## config.mk

```make
export PLATFORM = sky130hd
export DESIGN_NAME = traffic_phase_scheduler
export DESIGN_NICKNAME = d
export VERILOG_FILES = /design/src/rtl/traffic_phase_scheduler.sv
export SDC_FILE = /design/constraint.sdc
export NUM_CORES = 1
export LEC_CHECK = 0
export ABC_AREA = 1
export BUFFER_PORTS_ARGS = -buffer_cell sky130_fd_sc_hd__buf_4
export CAP_MARGIN = 20
export CELL_PAD_IN_SITES_DETAIL_PLACEMENT = 1
export CELL_PAD_IN_SITES_GLOBAL_PLACEMENT = 2
export CORE_ASPECT_RATIO = 2
export CORE_MARGIN = 3
export CORE_UTILIZATION = 33
export DETAILED_ROUTE_END_ITERATION = 6
export PLACE_DENSITY_LB_ADDON = 0.2
export RECOVER_POWER = 25
export SETUP_SLACK_MARGIN = 0.1
export SLEW_MARGIN = 20
export SYNTH_ARGS = -nofsm -noshare
export SYNTH_HDL_FRONTEND = slang
export SYNTH_SLANG_ARGS = --single-unit
```

## constraint.sdc

```tcl
create_clock -name clk -period 4.7 [get_ports clk]
set_input_delay 0.235 -clock clk [delete_from_list [all_inputs] [get_ports clk]]
set_output_delay 0.235 -clock clk [all_outputs]
set_load 0.02 [all_outputs]
```

## src/rtl/traffic_phase_scheduler.sv

```systemverilog
// traffic_phase_scheduler
//
// Demand-driven right-of-way scheduler for a 4-lane intersection. One lane at
// a time gets green. Lanes are served round-robin, with min/max green timing,
// gap-out and emergency preemption. All timing and phase changes happen only
// on clk edges where the one-cycle `tick` strobe is high.
//
// Ports:
//   clk, reset     clock; asynchronous active-high reset
//   tick           timebase strobe, one clk wide
//   req[3:0]       per-lane vehicle presence (level), bit i = lane i
//   emerg_req      emergency preemption request (level)
//   emerg_lane     lane the emergency vehicle approaches on
//   green/yellow/red[3:0]  registered lamp drives, one-hot per lane
//   active_lane    lane currently owning, or last owning, right-of-way
//   emerg_ack      high while emerg_lane is green under preemption
//   phase_state    current phase (0=ALLRED, 1=GREEN, 2=YELLOW), for debug
module traffic_phase_scheduler #(
    parameter int GREEN_MIN = 4,
    parameter int GREEN_MAX = 10,
    parameter int YELLOW_T  = 2,
    parameter int ALLRED_T  = 1,
    parameter int CNT_W     = 5
) (
    input  logic       clk,
    input  logic       reset,
    input  logic       tick,
    input  logic [3:0] req,
    input  logic       emerg_req,
    input  logic [1:0] emerg_lane,
    output logic [3:0] green,
    output logic [3:0] yellow,
    output logic [3:0] red,
    output logic [1:0] active_lane,
    output logic       emerg_ack,
    output logic [1:0] phase_state
);

    typedef enum logic [1:0] {
        ST_ALLRED = 2'd0,
        ST_GREEN  = 2'd1,
        ST_YELLOW = 2'd2
    } state_t;

    localparam logic [CNT_W-1:0] ALLRED_LAST = CNT_W'(ALLRED_T - 1);
    localparam logic [CNT_W-1:0] GMIN_LAST   = CNT_W'(GREEN_MIN - 1);
    localparam logic [CNT_W-1:0] GMAX_LAST   = CNT_W'(GREEN_MAX - 1);
    localparam logic [CNT_W-1:0] YELLOW_LAST = CNT_W'(YELLOW_T - 1);

    state_t           state;
    state_t           state_nxt;
    logic [CNT_W-1:0] cnt;
    logic [CNT_W-1:0] cnt_nxt;
    logic [1:0]       lane_nxt;
    logic [1:0]       rr_lane;
    logic [1:0]       cand;
    logic             rr_found;
    logic [3:0]       lane_mask;
    logic             other;
    logic             cur_req;
    logic [3:0]       green_nxt;
    logic [3:0]       yellow_nxt;
    logic             ack_nxt;

    assign phase_state = state;

    // Round-robin search starting after the last served lane. Iterating from
    // the farthest offset down lets the nearest requesting lane win.
    always_comb begin
        rr_found = 1'b0;
        rr_lane  = active_lane;
        cand     = active_lane;
        for (int k = 4; k >= 1; k--) begin
            cand = active_lane + 2'(k);
            if (req[cand]) begin
                rr_found = 1'b1;
                rr_lane  = cand;
            end
        end
    end

    assign lane_mask = 4'b0001 << active_lane;
    assign other     = |(req & ~lane_mask);
    assign cur_req   = req[active_lane];

    always_comb begin
        state_nxt = state;
        lane_nxt  = active_lane;
        cnt_nxt   = cnt;
        if (tick) begin
            unique case (state)
                ST_ALLRED: begin
                    if (cnt >= ALLRED_LAST) begin
                        // Emergency outranks round-robin.
                        if (emerg_req) begin
                            state_nxt = ST_GREEN;
                            lane_nxt  = emerg_lane;
                        end else if (rr_found) begin
                            state_nxt = ST_GREEN;
                            lane_nxt  = rr_lane;
                        end
                    end
                end
                ST_GREEN: begin
                    if (emerg_req) begin
                        // Preemption ignores GREEN_MIN; an emergency on this
                        // lane holds green indefinitely.
                        if (emerg_lane != active_lane)
                            state_nxt = ST_YELLOW;
                    end else if (other && ((cnt >= GMIN_LAST && !cur_req) ||
                                           cnt >= GMAX_LAST)) begin
                        state_nxt = ST_YELLOW;
                    end
                end
                ST_YELLOW: begin
                    if (cnt == YELLOW_LAST)
                        state_nxt = ST_ALLRED;
                end
                default: state_nxt = ST_ALLRED;
            endcase

            if (state_nxt != state)
                cnt_nxt = '0;
            else if (cnt != '1)
                cnt_nxt = cnt + 1'b1;
        end
    end

    // Lamps are decoded from the next phase so they register together with it.
    always_comb begin
        green_nxt  = 4'b0000;
        yellow_nxt = 4'b0000;
        if (state_nxt == ST_GREEN)
            green_nxt = 4'b0001 << lane_nxt;
        else if (state_nxt == ST_YELLOW)
            yellow_nxt = 4'b0001 << lane_nxt;
        ack_nxt = emerg_req && (state_nxt == ST_GREEN) && (lane_nxt == emerg_lane);
    end

    always_ff @(posedge clk or posedge reset) begin
        if (reset) begin
            state       <= ST_ALLRED;
            cnt         <= '0;
            active_lane <= 2'd3;
            green       <= 4'b0000;
            yellow      <= 4'b0000;
            red         <= 4'b1111;
            emerg_ack   <= 1'b0;
        end else begin
            state       <= state_nxt;
            cnt         <= cnt_nxt;
            active_lane <= lane_nxt;
            green       <= green_nxt;
            yellow      <= yellow_nxt;
            red         <= ~(green_nxt | yellow_nxt);
            emerg_ack   <= ack_nxt;
        end
    end

endmodule
```

Word level (Yosys, flattened, before mapping)
Cells that the tools add are included.

Add/subtract/negate cells: 4. $mul: 0. Divide/modulo/power cells: 0. Magnitude comparators: 7. Eq/ne operators: 9. Shift operators: 2. Multiplexer cells: 35. Bitwise logic cells: 4. Reduce and logical (&&, ||, !) cells: 10.

Operators by type and width (number): 2-to-1 mux 2 bit (17); < comparator 2 x 3 -> 1 bit, second input constant (4); 2-to-1 mux 4 bit (3); 2-to-1 mux 5 bit (2); binary-select mux 1 bit (select 2 bit) (4); 2-to-1 mux 1 bit (8); inverter 4 bit (2); left shift 1 x 2 -> 4 bit, first input constant (2); case mux 2 bit (3 select lines) (1); adder 5 x 1 -> 5 bit, second input constant (1); == test 5 x 1 -> 1 bit, second input constant (1); >= comparator 5 x 1 -> 1 bit, second input constant (1); >= comparator 5 x 2 -> 1 bit, second input constant (1); >= comparator 5 x 4 -> 1 bit, second input constant (1); inequality test 5 bit, second input constant (1); adder 2 bit, second input constant (2); AND 4 bit (1); == test 2 x 1 -> 1 bit, second input constant (2); == test 2 bit, second input constant (2); logical AND 1 bit (4); inequality test 2 bit (2); bitwise OR 4 bit (1); OR reduction 4 bit (1); adder 2 x 1 -> 2 bit, second input constant (1); 6 further kinds (6).

Flip-flop bits (word level): 22. Latch bits: 0. Bits in writable memories: 0. ROM bits: 0. Output and inout port bits: 17. Logic and storage cells: 78. Memories kept: 0.

Longest topological paths before layout
Depth in word-level cells: 17. Gate-level depth with buffers: 17.

Least setup slack after synthesis
No wires, ideal clock.

Path kind: register to register. Start: register active_lane[0]. End: register red[0]. Setup time: 76 ps. Arrival: 1993 ps. Required time: 4624 ps. Path slack: 2631 ps. Cell stages (with the launch flop): 16. Path buffers: 1. Period minus slack after synthesis: 2069 ps. Cells stage by stage: dfstp_2 > buf_6 > inv_6 > ha_1 > inv_1 > nand3_2 > nand2_2 > inv_2 > nand2_2 > nand2_1 > nand2_1 > nand3_2 > a21boi_2 > nand2_1 > nor2_2 > nor2_1.

Longest elaborated chain between the ends: 17. Elaborated cells on any way between the ends: 49.

Ends and longest elaborated chain: from (decl) (RTL line 34) `output logic [1:0] active_lane,`; from (signal assigned) (RTL line 152) `active_lane <= lane_nxt;`; adder 2 bit / binary-select mux 1 bit (select 2 bit) (equally long branches) (RTL line 74, 75, 84); binary-select mux 1 bit (select 2 bit) / 2-to-1 mux 1 bit (equally long branches) (RTL line 75, 84); 2-to-1 mux 1 bit (implied by the code) (RTL line 75) `if (req[cand]) begin`; 2-to-1 mux 1 bit (3 in a row) (RTL line 75); 2-to-1 mux 2 bit (RTL line 98) `end else if (rr_found) begin`; 2-to-1 mux 2 bit (RTL line 95) `if (emerg_req) begin`; 2-to-1 mux 2 bit (RTL line 93) `if (cnt >= ALLRED_LAST) begin`; case mux 2 bit (3 select lines) (RTL line 91) `unique case (state)`; 2-to-1 mux 2 bit (2 in a row) (RTL line 90) `if (tick) begin`; == test 2 bit (RTL line 135) `else if (state_nxt == ST_YELLOW)`; 2-to-1 mux 4 bit (RTL line 135); 2-to-1 mux 4 bit (*) (RTL line 133) `if (state_nxt == ST_GREEN)`; net yellow_nxt[0] (RTL line 62) `logic [3:0] yellow_nxt;`; bitwise OR 4 bit (*) (RTL line 155) `red <= ~(green_nxt | yellow_nxt);`; inverter 4 bit (*) (RTL line 155); to (signal assigned) (RTL line 155); to (decl) (RTL line 33) `output logic [3:0] red,`.

The timed path passes the listed nets; every way through them passes the cells marked *. The select of a mux whose other input is x is not followed. A chain may end at the register's enable or synchronous reset.

Final worst setup path
Start: register active_lane[0]. End: register red[2].

Same word-level chain as after synthesis.

==> reports/summary.log <==
INFO  timing         report.final.hold_viol_count=0
INFO  route          routed_wl=3.780mm
INFO  global_routing met1_usage=16.00%
INFO  route          drtPass1Iterations=4
INFO  power          p_per_area=645.8nW/µm²
INFO  route          initialDrtViolationCount=7
INFO  route          routed-via-count=1277
INFO  yosys          mappedNetlistArea=1411µm²
INFO  route          antenna_left=0
INFO  timing         achievable-frequency=0.4518GHz
INFO  global_routing grt_max_degree=23
INFO  yosys          yosys-top-cells-area=sky130_fd_sc_hd__dfrtp_1 28%, sky130_fd_sc_hd__nand2_1 11%, sky130_fd_sc_hd__dfstp_2 11%
INFO  cts            cts_root_buf=sky130_fd_sc_hd__clkbuf_8
INFO  yosys          synth_xor_area_share=1.862%
INFO  global_routing grt_antenna_before_repair=0
INFO  yosys          synthDistinctLibCells=30
INFO  timing         final_clock_period_utilization_by_the_worst_path=47.09%
INFO  floorplan      die-area=5145µm²
INFO  power          power.leakage=0.0008893µW
INFO  route          remaining_drc_errors=0
INFO  worst_setup_path setup.worst_path.class=reg -> reg
INFO  cts            cts-resized-gates=0
INFO  flow_run       cap_viol_max_count=0
INFO  worst_setup_path crit_path_start=active_lane[0]$_DFF_PP1_
INFO  worst_setup_path rr_startpoint=active_lane[0]$_DFF_PP1_
INFO  yosys          synthesized_area_fraction_occupied_by_adder_cells=6.206%
INFO  yosys          syn-num-nets=199
INFO  global_routing grt.met2_usage=33.17%
INFO  placement      placed_cells_incl_taps=258
INFO  global_routing first_pass_grt_wire_length=6.548mm
INFO  cts            cts.sink_count=22
INFO  global_routing grt_pass1_vias=1445
INFO  cts            tritoncts=built
INFO  yosys          synth_top_cell_by_area=sky130_fd_sc_hd__dfrtp_1
INFO  cells_and_area postLayoutCellArea=1728µm²
INFO  cells_and_area areaGrowthSynthToFinish=22.43%
INFO  timing         setup_violations_final=0
INFO  floorplan      cell_rows=33
INFO  floorplan      die-height=98.49µm
INFO  yosys          synth_top_cell_area_share=28.37%
INFO  cts            clk_latency=0.26ns
INFO  worst_setup_path reg_to_reg_setup_timing_slack=2.49ns
INFO  yosys          simple_gate_fraction_of_synth_area=35.90%
INFO  worst_setup_path worst_ep_arrival=2.41ns
INFO  global_routing global_route.usage.total=16.74%
INFO  yosys          synth.yosys.warnings=0
INFO  cts            h_tree_depth=1
INFO  outcome        outcome=finished, final reports clean
INFO  global_routing grt_most_used_layer=met2
INFO  yosys          synth-seq-area-share=39.54%
INFO  worst_setup_path critical_path_peak_fanout=13
INFO  worst_setup_path crit_path_end_kind=flip-flop
INFO  power          irDropWorstVdd=0.0003337V
INFO  timing         final-max-slew-violation-count=0
INFO  yosys          main_combinational_cell_family_by_area_after_synthesis=simple AND/OR/NAND/NOR gates
INFO  timing         max_slew.worst_pin.slew=0.8140ns
INFO  floorplan      dieWidth=52.24µm
INFO  timing         final.setup_skew=0.002070ns
INFO  worst_setup_path setup.worst_path.start_class=flip-flop
INFO  cts            numCtsBuffers=3
INFO  placement      io_buffer_count=26
INFO  global_routing global_route.usage.met3=1.967%
INFO  timing         grt_setup_unrepaired=no
INFO  yosys          fraction_of_the_mapped_netlist_area_in_compound_gates=7.890%
INFO  floorplan      floorplan.core_area=4129µm²
INFO  timing         min_period=2.213ns
INFO  cells_and_area layout.nets=228
INFO  placement      dp_hpwl=3.185mm
INFO  worst_setup_path critical_path.reg2reg.endpoint=red[2]$_DFF_PP1_
INFO  worst_setup_path cp_data_required_time=4.90ns
INFO  cells_and_area antenna_cells=0
INFO  hold_path      worstHoldPathType=in -> async
INFO  worst_setup_path ff2ff_path_depth=14
INFO  yosys          syn_area_per_cell=7.755µm²
INFO  placement      pre_cts_ws=2.483ns
INFO  route          detail_route.vias_per_cell=4.874
INFO  yosys          synth_seq_cells=22
INFO  placement      placed_area=1657µm²
INFO  yosys          synthesis.instances=182
INFO  timing         final.hold.worst_slack=0.1316ns
INFO  floorplan      start_util=34.18%
INFO  timing         timing.setup.tns=0ns
INFO  timing         timing.final.ws_setup=2.487ns
INFO  cells_and_area share_of_cells_above_drive_strength_1=32.86%
INFO  cells_and_area fin_cells=262
INFO  worst_setup_path cp-endpoint=red[2]$_DFF_PP1_
INFO  route          avg_wl_per_cell=14.43µm
INFO  floorplan      top_level_ports=27
INFO  global_routing globalRoute.totalOverflow=0
INFO  placement      routabilityCongestion=0.7904
INFO  cts            cts_hold_buffers=0
INFO  yosys          synthMuxAreaShare=0%
INFO  cts            clk_pin_slew_worst_paths=0.08ns
INFO  cts            clockBufferDepth=2
INFO  timing         relSlewSlack=45.68%
INFO  cts            post_cts.repair.setup_buffers=0
## how the worst min path moves through the flow
stage	slack, ns	startpoint	endpoint	depth (start not counted)
global placement	0.42	reset	cnt[2]$_DFFE_PP0P_	2
floorplan	0.22	reset	cnt[0]$_DFFE_PP0P_	1
CTS	0.16	reset	cnt[1]$_DFFE_PP0P_	2
detailed placement	0.46	reset	cnt[1]$_DFFE_PP0P_	2
finish	0.13	reset	cnt[1]$_DFFE_PP0P_	2
global route	0.20	reset	cnt[1]$_DFFE_PP0P_	2
## cell usage in the layout (no fill, tap or decap), types with 2 or more instances in the layout
cell                       instances
sky130_fd_sc_hd__nor2_2            8
sky130_fd_sc_hd__dfrtp_1          16
sky130_fd_sc_hd__nand2_4           2
sky130_fd_sc_hd__nand3_2           3
sky130_fd_sc_hd__o22ai_1           4
sky130_fd_sc_hd__xor2_1            2
sky130_fd_sc_hd__nand2_2          10
sky130_fd_sc_hd__dfstp_2           6
sky130_fd_sc_hd__clkbuf_8          3
sky130_fd_sc_hd__a21oi_1           3
sky130_fd_sc_hd__nand2_1          43
sky130_fd_sc_hd__nor3_1            2
sky130_fd_sc_hd__nand4_1           5
sky130_fd_sc_hd__ha_1              7
sky130_fd_sc_hd__inv_2             6
sky130_fd_sc_hd__nand3_1          13
sky130_fd_sc_hd__o21ai_1           2
sky130_fd_sc_hd__nor2_1           18
sky130_fd_sc_hd__buf_4            25
sky130_fd_sc_hd__inv_1            20
## metal layers
| layer | vias up | wire length (µm) |
|---|---|---|
| li1 | 628 | - |
| met1 | 625 | 1337 |
| met2 | 20 | 2292 |
| met3 | 4 | 103 |
| met4 | 0 | 47 |
| met5 | - | 0 |
## through the flow
step / power, µW / util (%)
after floorplan: 766.0 / -
after global placement: 925.0 / 40.12
after detailed placement: 953.8 / 40.12
final: 1116 / 41.85
after CTS: 1137 / 41.85
after global routing: 1221 / 41.85
## where the power goes
group	switching, µW	internal (µW)	leakage, µW	total [µW]
sequential	64.2	262	0.000278	326
clock	62.7	114	0.0000357	177
combinational	388	225	0.000576	613
total	515	601	0.000889	1120
## synth_stat cells (all sizes together)
| cell type | number |
|---|---|
| a21o | 1 |
| xor2 | 2 |
| a21boi | 2 |
| inv | 27 |
| buf | 1 |
| nor2 | 26 |
| o21ai | 3 |
| nor3 | 2 |
| dfstp | 6 |
| nand4 | 5 |
| dfrtp | 16 |
| a31oi | 1 |
| xnor2 | 1 |
| ha | 7 |
| clkbuf | 1 |
| nand3 | 16 |
| a21oi | 4 |
| nand2 | 55 |
| o22ai | 4 |
| o21a | 1 |
| or2 | 1 |
## cell families (layout without fill, tap and decap cells)
family,after synthesis,after routing
and+or+nand+nor,105,105
buffers and inverters,29,57
DFF,22,22
AOI/OAI and AO/OA,16,16
adders and majority gates,7,7
xor gates and xnor gates,3,3
## critical path, cell delays in order, from the launching register on
cell	delay [ns]
sky130_fd_sc_hd__dfstp_2	0.70
sky130_fd_sc_hd__inv_6	0.08
sky130_fd_sc_hd__ha_1	0.34
sky130_fd_sc_hd__inv_1	0.10
sky130_fd_sc_hd__nand3_2	0.09
sky130_fd_sc_hd__nand2_2	0.08
sky130_fd_sc_hd__inv_2	0.03
sky130_fd_sc_hd__nand2_2	0.05
sky130_fd_sc_hd__nand2_1	0.05
sky130_fd_sc_hd__nand2_1	0.06
sky130_fd_sc_hd__nand3_2	0.09
sky130_fd_sc_hd__a21boi_2	0.17
sky130_fd_sc_hd__nand2_1	0.12
sky130_fd_sc_hd__nor2_2	0.14
sky130_fd_sc_hd__nor2_1	0.05
## final cells by class
class / instances / area [µm²]
flip-flops and latches: 22 / 558.0
repair buffers: 26 / 195.2
fillers: 537 / 2401
clock buffers: 3 / 41.29
multi-input cells: 131 / 732.0
well taps: 52 / 65.06
inverters: 27 / 106.4
clock inverters: 1 / 30.03
## state kept, by name, summed over array words and instances, names as in the netlist
| register | flops |
|---|---|
| yellow | 4 |
| green | 4 |
| red | 4 |
| cnt | 5 |
| phase_state | 2 |
| active_lane | 2 |
| emerg_ack | 1 |
No activity file was read; power rests on OpenSTA's default activity.
